[config.mk]
export PLATFORM = sky130hd
export DESIGN_NAME = branch_sequencer
export DESIGN_NICKNAME = d
export VERILOG_FILES = /design/src/rtl/branch_sequencer.sv
export SDC_FILE = /design/constraint.sdc
export NUM_CORES = 1
export LEC_CHECK = 0
export CORE_ASPECT_RATIO = 0.75
export CORE_MARGIN = 2
export CORE_UTILIZATION = 35
export CTS_CLUSTER_DIAMETER = 200
export DETAILED_ROUTE_END_ITERATION = 16
export HOLD_SLACK_MARGIN = 0.12
export SYNTH_ARGS = -nofsm -noshare
export SYNTH_HDL_FRONTEND = slang
export SYNTH_SLANG_ARGS = --single-unit
[constraint.sdc]
create_clock -name clk_in -period 2.6 [get_ports clk_in]
set_input_delay 0.39 -clock clk_in [delete_from_list [all_inputs] [get_ports clk_in]]
set_output_delay 0.39 -clock clk_in [all_outputs]
set_load 0.05 [all_outputs]
[src/rtl/branch_sequencer.sv]
// ---------------------------------------------------------------------------
// branch_sequencer
//
// Program-counter and control-flow stage. It sits after the status register
// and the instruction decoder. On each enabled step it picks exactly one
// next-PC source, in this priority order: return, call, jump, branch,
// sequential. Calls push PC+1 onto a small return-address stack, and returns
// pop from it. Every output is registered.
//
// Parameters:
//   ADDR_WIDTH      - program counter / target width
//   STACK_DEPTH     - number of return-address stack entries (>= 1)
//
// Ports:
//   clk_in          - clock, rising edge
//   reset_in        - asynchronous active-high reset
//   advance_in      - step enable; PC and stack only change when this is 1
//   cond_in         - registered condition bit from the status register
//   jump_en_in      - unconditional jump to target_in
//   branch_en_in    - jump to target_in when cond_in is 1
//   call_en_in      - push PC+1, then jump to target_in
//   ret_en_in       - pop the return address into the PC
//   target_in       - jump/branch/call destination
//   clear_err_in    - clears the sticky error flags on the next edge
//   pc_out          - current program counter
//   taken_out       - one-cycle pulse after a non-sequential update
//   stack_depth_out - number of valid stack entries
//   overflow_out    - sticky: a call was attempted with the stack full
//   underflow_out   - sticky: a return was attempted with the stack empty
// ---------------------------------------------------------------------------
module branch_sequencer #(
    parameter int ADDR_WIDTH  = 8,
    parameter int STACK_DEPTH = 4
) (
    input  logic                             clk_in,
    input  logic                             reset_in,
    input  logic                             advance_in,
    input  logic                             cond_in,
    input  logic                             jump_en_in,
    input  logic                             branch_en_in,
    input  logic                             call_en_in,
    input  logic                             ret_en_in,
    input  logic [ADDR_WIDTH-1:0]            target_in,
    input  logic                             clear_err_in,
    output logic [ADDR_WIDTH-1:0]            pc_out,
    output logic                             taken_out,
    output logic [$clog2(STACK_DEPTH+1)-1:0] stack_depth_out,
    output logic                             overflow_out,
    output logic                             underflow_out
);

    localparam int DEPTH_W = $clog2(STACK_DEPTH + 1);

    logic [ADDR_WIDTH-1:0] pc_q,        pc_d;
    logic                  taken_q,     taken_d;
    logic [DEPTH_W-1:0]    depth_q,     depth_d;
    logic                  overflow_q,  overflow_d;
    logic                  underflow_q, underflow_d;
    logic [ADDR_WIDTH-1:0] stack_q [STACK_DEPTH];
    logic [ADDR_WIDTH-1:0] stack_d [STACK_DEPTH];

    logic [ADDR_WIDTH-1:0] pc_plus1;
    logic                  stack_full;
    logic                  stack_empty;
    int                    push_idx;
    int                    pop_idx;

    always_comb begin
        pc_plus1    = pc_q + ADDR_WIDTH'(1);
        stack_full  = (depth_q == DEPTH_W'(STACK_DEPTH));
        stack_empty = (depth_q == '0);
        push_idx    = int'(depth_q);
        pop_idx     = int'(depth_q) - 1;
    end

    // Next-state selection. Only the highest-priority strobe is evaluated,
    // so a lower strobe can never set an error flag. The clear is applied
    // first and a new error then overrides it, which makes set win over clear.
    always_comb begin
        pc_d        = pc_q;
        taken_d     = 1'b0;
        depth_d     = depth_q;
        overflow_d  = overflow_q  & ~clear_err_in;
        underflow_d = underflow_q & ~clear_err_in;
        stack_d     = stack_q;

        if (advance_in) begin
            if (ret_en_in) begin
                if (!stack_empty) begin
                    pc_d    = stack_q[pop_idx];
                    depth_d = depth_q - DEPTH_W'(1);
                    taken_d = 1'b1;
                end else begin
                    pc_d        = pc_plus1;
                    underflow_d = 1'b1;
                end
            end else if (call_en_in) begin
                // When the stack is full the call still transfers control.
                // Only the push is dropped, and the overflow flag records it.
                if (!stack_full) begin
                    stack_d[push_idx] = pc_plus1;
                    depth_d           = depth_q + DEPTH_W'(1);
                end else begin
                    overflow_d = 1'b1;
                end
                pc_d    = target_in;
                taken_d = 1'b1;
            end else if (jump_en_in) begin
                pc_d    = target_in;
                taken_d = 1'b1;
            end else if (branch_en_in && cond_in) begin
                pc_d    = target_in;
                taken_d = 1'b1;
            end else begin
                pc_d = pc_plus1;
            end
        end
    end

    // Control state. Reset is asynchronous so that the PC and the depth
    // clear without waiting for a clock edge.
    always_ff @(posedge clk_in or posedge reset_in) begin
        if (reset_in) begin
            pc_q        <= '0;
            taken_q     <= 1'b0;
            depth_q     <= '0;
            overflow_q  <= 1'b0;
            underflow_q <= 1'b0;
        end else begin
            pc_q        <= pc_d;
            taken_q     <= taken_d;
            depth_q     <= depth_d;
            overflow_q  <= overflow_d;
            underflow_q <= underflow_d;
        end
    end

    // The stack storage has no reset. Entries at or above the current depth
    // are never read, so their contents do not matter.
    always_ff @(posedge clk_in) begin
        stack_q <= stack_d;
    end

    assign pc_out          = pc_q;
    assign taken_out       = taken_q;
    assign stack_depth_out = depth_q;
    assign overflow_out    = overflow_q;
    assign underflow_out   = underflow_q;

endmodule

==> out/results.env, run 1 <==
WARNINGS_FROM_YOSYS=0
DIEAREA_UM2=6730
PLACE.DETAILED.HPWL_MM=3.45
ANTENNA_CELLS_INSERTED=0
CTS.REPORTEDPATHS.CLKPINSLEW_NS=0.08
CATEGORY_OF_THE_MOST_CRITICAL_SETUP_PATH='reg -> out'
SHARE_COMB_OF_TOTAL_POWER=0.429
CP.REQUIRED_NS=2.21
INTERNAL_POWER_mW=1.72
CLK_LATENCY_NS=0.29
REG2REG_SLACK_NS=0.66
MAX_SLEW.WORST_PIN.SLEW_NS=0.579
YOSYSTOPAREACELLSHARE=0.451
POST_SYNTH_INST_COUNT=151
CLOCKPOWERSHARE=0.183
ASYNC_FLOP_SHARE=0.304
WORST_REG2REG_PATH_LENGTH_IN_CELLS=6
MAXIMUM_NUMBER_OF_PINS_ON_ONE_NET_BEFORE_GLOBAL_ROUTE_REPAIR=15
YOSYSSEQAREASHARE=0.615
R2R_PATH_END='pc_out[2]'
CRIT_FANOUT=11
RESULT_OF_THE_RUN='finished, final reports clean'
FIN_SKEW_NS=0.00454
CRIT_PATH_END_KIND='output pin'
SYN_AVG_CELL_AREA_UM2=14.1
POSTROUTEWIRELENGTH_MM=4.55
DETAILEDROUTE.FIRSTITERATIONVIOLATIONS=107
MAXCAPVIOLCOUNT=0
DETAILEDROUTE.FIRSTPASSITERATIONCOUNT=4
POST_SYNTH_NUM_CELL_TYPES=39
GRT_PASS1_VIAS=1362
FINAL_NUMBER_OF_HOLD_VIOLATING_ENDPOINTS=0
ROUTED_VIA_DENSITY=5.25
SETUP_VIOL_COUNT_FINAL=0
DESIGN.CORE.AREA_UM2=5860
LAYOUT_COMMON_CELLS='sky130_fd_sc_hd__edfxtp_1, sky130_fd_sc_hd__clkdlybuf4s50_1, sky130_fd_sc_hd__dfrtp_1'
WORSTPATHARRIVAL_NS=1.70
FINAL_ANTENNA_NET_COUNT=0
YS_SEQ_ELEMENTS=46
DETAILROUTE.VIA_COUNT=1376
POWER_DENSITY_nW_PER_UM2=1070
MAXIMUM_COUNT_OF_CLOCK_BUFFERS_ALONG_A_SINGLE_PATH=2
TIMING.FINAL.CRIT_SHARE=0.805
INITIAL_CORE_UTIL=0.364
TRACK_USAGE=0.146
PORTBUFFERS=30
CORE.ROWCOUNT=24
GRT_REMAINING_OVERFLOW=0
NUMBER_OF_SYNTHESIZED_FLOPS_WITH_AN_ENABLE_PIN=32
POST_SYNTH_INSTANCE_AREA_UM2=2130
WL_PER_CELL_UM=17.4
RSZ0062_AT_GRT='false'
FINALCRITICALPERIOD_NS=2.09
PLACE_CONGESTION=0.871
POWER.IR.VDD_WORST_V=0.000283
GLOBAL_ROUTE_WIRE_LENGTH_BEFORE_REPAIR_MM=7.38
WORSTHOLDPATHTYPE='in -> async'
FINAL_LAYOUT_SIZE_SUFFIX_GT1_FRAC=0.0815
MAXSLEWVIOLCOUNT=0
POWER_SHARE_OF_THE_SEQUENTIAL_GROUP=0.388
FINALNETCOUNT=206
SWITCHING_SHARE=0.383
NUMCTSBUFFERS=5
CTS.REPAIR.RESIZED=0
POSTSYNTH.TOPFLOPCELL='sky130_fd_sc_hd__edfxtp_1'
CLKSINKCOUNT=46
FILLCELLCOUNT=515
INSTANCES_NO_FILL=262
SYNTH_TOP_CELLS_BY_AREA='sky130_fd_sc_hd__edfxtp_1, sky130_fd_sc_hd__dfrtp_1, sky130_fd_sc_hd__mux4_2'
DESIGN.PORTCOUNT=31
LAYOUT.CELLS.MOST_COMMON='sky130_fd_sc_hd__edfxtp_1'
DIEHEIGHT_UM=71.6
GRT_ANTENNA_BEFORE_REPAIR=0
PLACE_INST=254
FP.DIEW_UM=94.1
WORST_SLEW_MARGIN_REL=0.613
HOLDBUFCOUNTCTS=0
WORST_SETUP_PATH_START_KIND='flip-flop'
TRITONCTS='built'
TIMING.RR.START='stack_depth_out[1]'
LEAK_PWR_nW=0.936
ROUTE.DETAILED.DRC=0
YOSYS.AREA.TOP_TYPE='sky130_fd_sc_hd__edfxtp_1'
FINALSETUPTNS_NS=0
POST_CTS_SETUP_INSERTS=0
SYNTH.NET_COUNT=174
CTS-HTREE-LEVELS=2
NETSWITCHINGPOWER_mW=1.06
CLOCK.FMAX_MHz=478
CLOCKROOTBUFFER='sky130_fd_sc_hd__clkbuf_8'
AREA_GROWTH_SYN_TO_LAYOUT_PCT=22.1
-- cell type report --
class | instances | area [µm²] | share of cell area
Inverter | 10 | 37.5 | 0.0144
Sequential cell | 46 | 1310 | 0.504
Timing Repair Buffer | 32 | 315 | 0.121
Tap cell | 78 | 97.6 | 0.0375
Clock buffer | 6 | 72.6 | 0.0279
Multi-Input combinational cell | 88 | 734 | 0.282
Clock inverter | 2 | 33.8 | 0.0130
-- metal layers --
layer | share of wire | vias to the layer above | GRT usage
li1 | - | 623 | -
met1 | 0.48 | 684 | 0.228
met2 | 0.42 | 65 | 0.198
met3 | 0.091 | 4 | 0.0379
met4 | 0.0090 | 0 | 0.0483
met5 | 0 | - | 0
-- state kept, by name (all words and copies together), names as in the netlist --
name,flops
underflow_out,1
taken_out,1
stack_depth_out,3
stack_q,32
overflow_out,1
pc_out,8
-- cells in the mapped netlist (2+ instances only) --
cell / number
sky130_fd_sc_hd__xnor2_1: 5
sky130_fd_sc_hd__mux4_1: 3
sky130_fd_sc_hd__edfxtp_1: 32
sky130_fd_sc_hd__and2_1: 5
sky130_fd_sc_hd__nor2_1: 13
sky130_fd_sc_hd__buf_6: 2
sky130_fd_sc_hd__clkbuf_1: 3
sky130_fd_sc_hd__inv_1: 9
sky130_fd_sc_hd__xor2_1: 4
sky130_fd_sc_hd__o2bb2ai_1: 2
sky130_fd_sc_hd__dfrtp_1: 14
sky130_fd_sc_hd__o21ai_1: 2
sky130_fd_sc_hd__nand3_1: 5
sky130_fd_sc_hd__a221oi_1: 5
sky130_fd_sc_hd__o21ai_0: 2
sky130_fd_sc_hd__o21a_1: 3
sky130_fd_sc_hd__ha_1: 5
sky130_fd_sc_hd__mux4_2: 5
sky130_fd_sc_hd__nand2_1: 7
sky130_fd_sc_hd__a21oi_1: 5
sky130_fd_sc_hd__o22ai_1: 2
-- worst max path at each step --
stage	from	slack (ns)	depth (start not counted)	end
4_1_cts	stack_depth_out[0]	0.48	2	stack_depth_out[0]
3_5_place_dp	ret_en_in	0.29	5	stack_q[23]
6_report	stack_depth_out[0]	0.51	2	stack_depth_out[0]
5_1_grt	ret_en_in	0.44	5	stack_q[20]
2_1_floorplan	stack_depth_out[0]	0.21	8	pc_out[2]
3_3_place_gp	ret_en_in	0.45	5	stack_q[23]
-- power by group through the flow --
stage	registers (mW)	clock network, mW	logic [mW]
3_5_place_dp	1.10	0	1.19
3_3_place_gp	1.09	0	1.19
2_1_floorplan	1.33	0	0.598
5_1_grt	1.10	0.551	1.28
6_report	1.08	0.510	1.19
4_1_cts	1.08	0.526	1.20
-- metrics by stage --
stage               power, mW  hold WS, ns  area (µm²)   util  setup slack [ns]
detailed placement       2.29        0.546        2500  0.426             0.293
finish                   2.78        0.440        2600  0.444             0.507
global placement         2.28        0.540        2500  0.426             0.447
global route             2.93        0.494        2600  0.444             0.439
CTS                      2.81        0.452        2600  0.444             0.484
floorplan                1.93        0.279        2130      -             0.210
-- worst max-delay path, stage by stage (launching register included) --
cell	delay (ns)
sky130_fd_sc_hd__dfrtp_1	0.36
sky130_fd_sc_hd__buf_4	0.21
sky130_fd_sc_hd__clkdlybuf4s50_1	0.84
-- logic make-up (layout without fill, tap and decap cells) --
family / Yosys count / after routing / synth area share
flops: 46 / 46 / 0.615
simple gates: 36 / 36 / 0.0793
compound gates: 29 / 29 / 0.0998
buf+inv: 17 / 50 / 0.0399
xor+xnor: 9 / 9 / 0.0370
mux: 8 / 8 / 0.0898
fa+ha+maj: 6 / 6 / 0.0388
No activity file was read; power rests on OpenSTA's default activity.
==> inputs of run 2 (changes only) <==
- clock period: 2.6 -> 1.85 ns (I/O delays scaled with it)
==> out/results.env, run 2 (synthesis results as in run 1) <==
POSTLAYOUTCELLAREA_UM2=2720  # +4.5%
TRITONCTS='built'
CTS.REPAIR.RESIZED=0  # unchanged
FINALNETCOUNT=218  # +5.8%
FINALCRITICALPERIOD_NS=1.77
GRT_REMAINING_OVERFLOW=0  # unchanged
POSTROUTEWIRELENGTH_MM=4.42  # -2.9%
GRT_ANTENNA_BEFORE_REPAIR=0  # unchanged
PLACE_CONGESTION=0.899  # +3.2%
MAXCAPVIOLCOUNT=0  # unchanged
POWER.IR.VDD_WORST_V=0.000457  # +62%
FP.DIEW_UM=94.1  # unchanged
WORST_SLEW_MARGIN_REL=0.621  # +0.00875
ANTENNA_CELLS_INSERTED=0  # unchanged
RSZ0062_AT_GRT='false'
MAX_SLEW.WORST_PIN.SLEW_NS=0.567  # -0.0116 ns
CATEGORY_OF_THE_MOST_CRITICAL_SETUP_PATH='reg -> reg'
CTS-HTREE-LEVELS=2  # unchanged
POST_CTS_SETUP_INSERTS=0  # unchanged
WORST_SETUP_PATH_START_KIND='flip-flop'
DESIGN.CORE.AREA_UM2=5860  # unchanged
CORE.ROWCOUNT=24  # unchanged
GRT_PASS1_VIAS=1370  # +0.59%
RESULT_OF_THE_RUN='finished, final reports clean'
SETUP_VIOL_COUNT_FINAL=0  # unchanged
LARGEST_REGISTER_FF_COUNT=32  # unchanged
LAYOUT_COMMON_CELLS='sky130_fd_sc_hd__edfxtp_1, sky130_fd_sc_hd__buf_4, sky130_fd_sc_hd__clkdlybuf4s50_1'
MAXIMUM_COUNT_OF_CLOCK_BUFFERS_ALONG_A_SINGLE_PATH=2  # unchanged
TIMING.FINAL.CRIT_SHARE=0.959
CLKSINKCOUNT=46  # unchanged
WORSTHOLDPATHTYPE='in -> async'
ROUTE.DETAILED.DRC=0  # unchanged
CRIT_PATH_END_KIND='flip-flop'
CRIT_FANOUT=8  # -3
CLOCKROOTBUFFER='sky130_fd_sc_hd__clkbuf_8'
REG2REG_SLACK_NS=0.08  # -0.58 ns
LAYOUT.CELLS.MOST_COMMON='sky130_fd_sc_hd__edfxtp_1'
FINAL_NUMBER_OF_HOLD_VIOLATING_ENDPOINTS=0  # unchanged
ROUTED_VIA_DENSITY=5.04  # -4.0%
DIEAREA_UM2=6730  # unchanged
HOLDBUFCOUNTCTS=0  # unchanged
WL_PER_CELL_UM=16.1  # -7.2%
CP.REQUIRED_NS=2.04  # -0.17 ns
CLOCK.FMAX_MHz=564
WORSTPATHARRIVAL_NS=1.96  # +0.26 ns
CTS.REPORTEDPATHS.CLKPINSLEW_NS=0.08  # about the same
DIEHEIGHT_UM=71.6  # unchanged
DETAILEDROUTE.FIRSTITERATIONVIOLATIONS=133  # +24%
FIN_SKEW_NS=0.00604  # +0.00149 ns
DESIGN.PORTCOUNT=31  # unchanged
MAXSLEWVIOLCOUNT=0  # unchanged
FINAL_LAYOUT_SIZE_SUFFIX_GT1_FRAC=0.224  # +0.143
FINALSETUPTNS_NS=0  # unchanged
AREA_GROWTH_SYN_TO_LAYOUT_PCT=27.6
POWER_DENSITY_nW_PER_UM2=1480  # +39%
DETAILROUTE.VIA_COUNT=1382  # +0.44%
POST_DP_CELL_AREA_UM2=2610  # +4.5%
PORTBUFFERS=30  # unchanged
MAXIMUM_NUMBER_OF_PINS_ON_ONE_NET_BEFORE_GLOBAL_ROUTE_REPAIR=15  # unchanged
CLK_LATENCY_NS=0.29  # about the same
FINAL_ANTENNA_NET_COUNT=0  # unchanged
NUMCTSBUFFERS=5  # unchanged
LEAK_PWR_nW=1.01  # +7.7%
PLACE.DETAILED.HPWL_MM=3.31  # -4.1%
GLOBAL_ROUTE_WIRE_LENGTH_BEFORE_REPAIR_MM=7.00  # -5.2%
REGMOSTFLOPS='stack_q'
TRACK_USAGE=0.140  # -0.00581
INITIAL_CORE_UTIL=0.364  # unchanged
DETAILEDROUTE.FIRSTPASSITERATIONCOUNT=4  # unchanged
[run 2: cell types whose count changed in the layout (fill, tap and decap cells not counted), sizes merged]
cell / before / now
buf: 2 / 25
clkdlybuf4s50: 30 / 19
clkinv: 2 / 1
clkinvlp: 0 / 1
[run 2: power breakdown]
part / switching, mW / internal [mW] / total [mW]
sequential: 0.181 / 1.35 / 1.54
clock: 0.327 / 0.403 / 0.730
combinational: 1.03 / 0.736 / 1.77
total: 1.54 / 2.49 / 4.03
[run 2: path summary, 6_finish.rpt]
| path | start | end | cells past startpoint |
|---|---|---|---|
| max in group asynchronous | reset_in | stack_depth_out[0] | 2 |
| worst max-delay path | stack_depth_out[1] | pc_out[2] | 6 |
| worst min-delay path | reset_in | underflow_out | 2 |
| min in group clk_in | overflow_out | overflow_out | 2 |
| worst min register to register | overflow_out | overflow_out | 2 |
| worst max register to register | stack_depth_out[1] | pc_out[2] | 6 |
[run 2: metrics by stage]
step                       util  hold WS, ns  total power [mW]  cells  setup WS (ns)
after floorplan               -        0.167              2.82    151         -0.118
after global placement    0.446        0.524              3.30    266         0.0174
after detailed placement  0.446        0.530              3.32    266        -0.0259
after CTS                 0.464        0.356              4.06    274         0.0779
after global routing      0.464        0.403              4.25    274         0.0113
final                     0.464        0.332              4.03    274         0.0761
[run 2: critical path: stages (launching register included)]
cell and delay [ns]:
sky130_fd_sc_hd__dfrtp_2 0.41, sky130_fd_sc_hd__inv_1 0.11, sky130_fd_sc_hd__ha_4 0.35, sky130_fd_sc_hd__mux4_2 0.33, sky130_fd_sc_hd__and3_4 0.20, sky130_fd_sc_hd__a221oi_2 0.19
sky130_fd_sc_hd__o21ai_1 0.08
[run 2: final cells by class]
cell class	count	area [µm²]
clock buffers	6	72.6
clock inverters	2	37.5
fillers	506	3140
inverters	10	42.5
multi-input cells	88	752
flip-flops and latches	46	1310
well taps	78	97.6
repair buffers	44	403
[run 2: metal layers]
layer	vias up	GRT usage	wire length [µm]
met5	-	0	0
met4	0	0.0451	70
met3	9	0.0442	261
met2	39	0.210	2000
met1	685	0.198	2090
li1	649	-	-
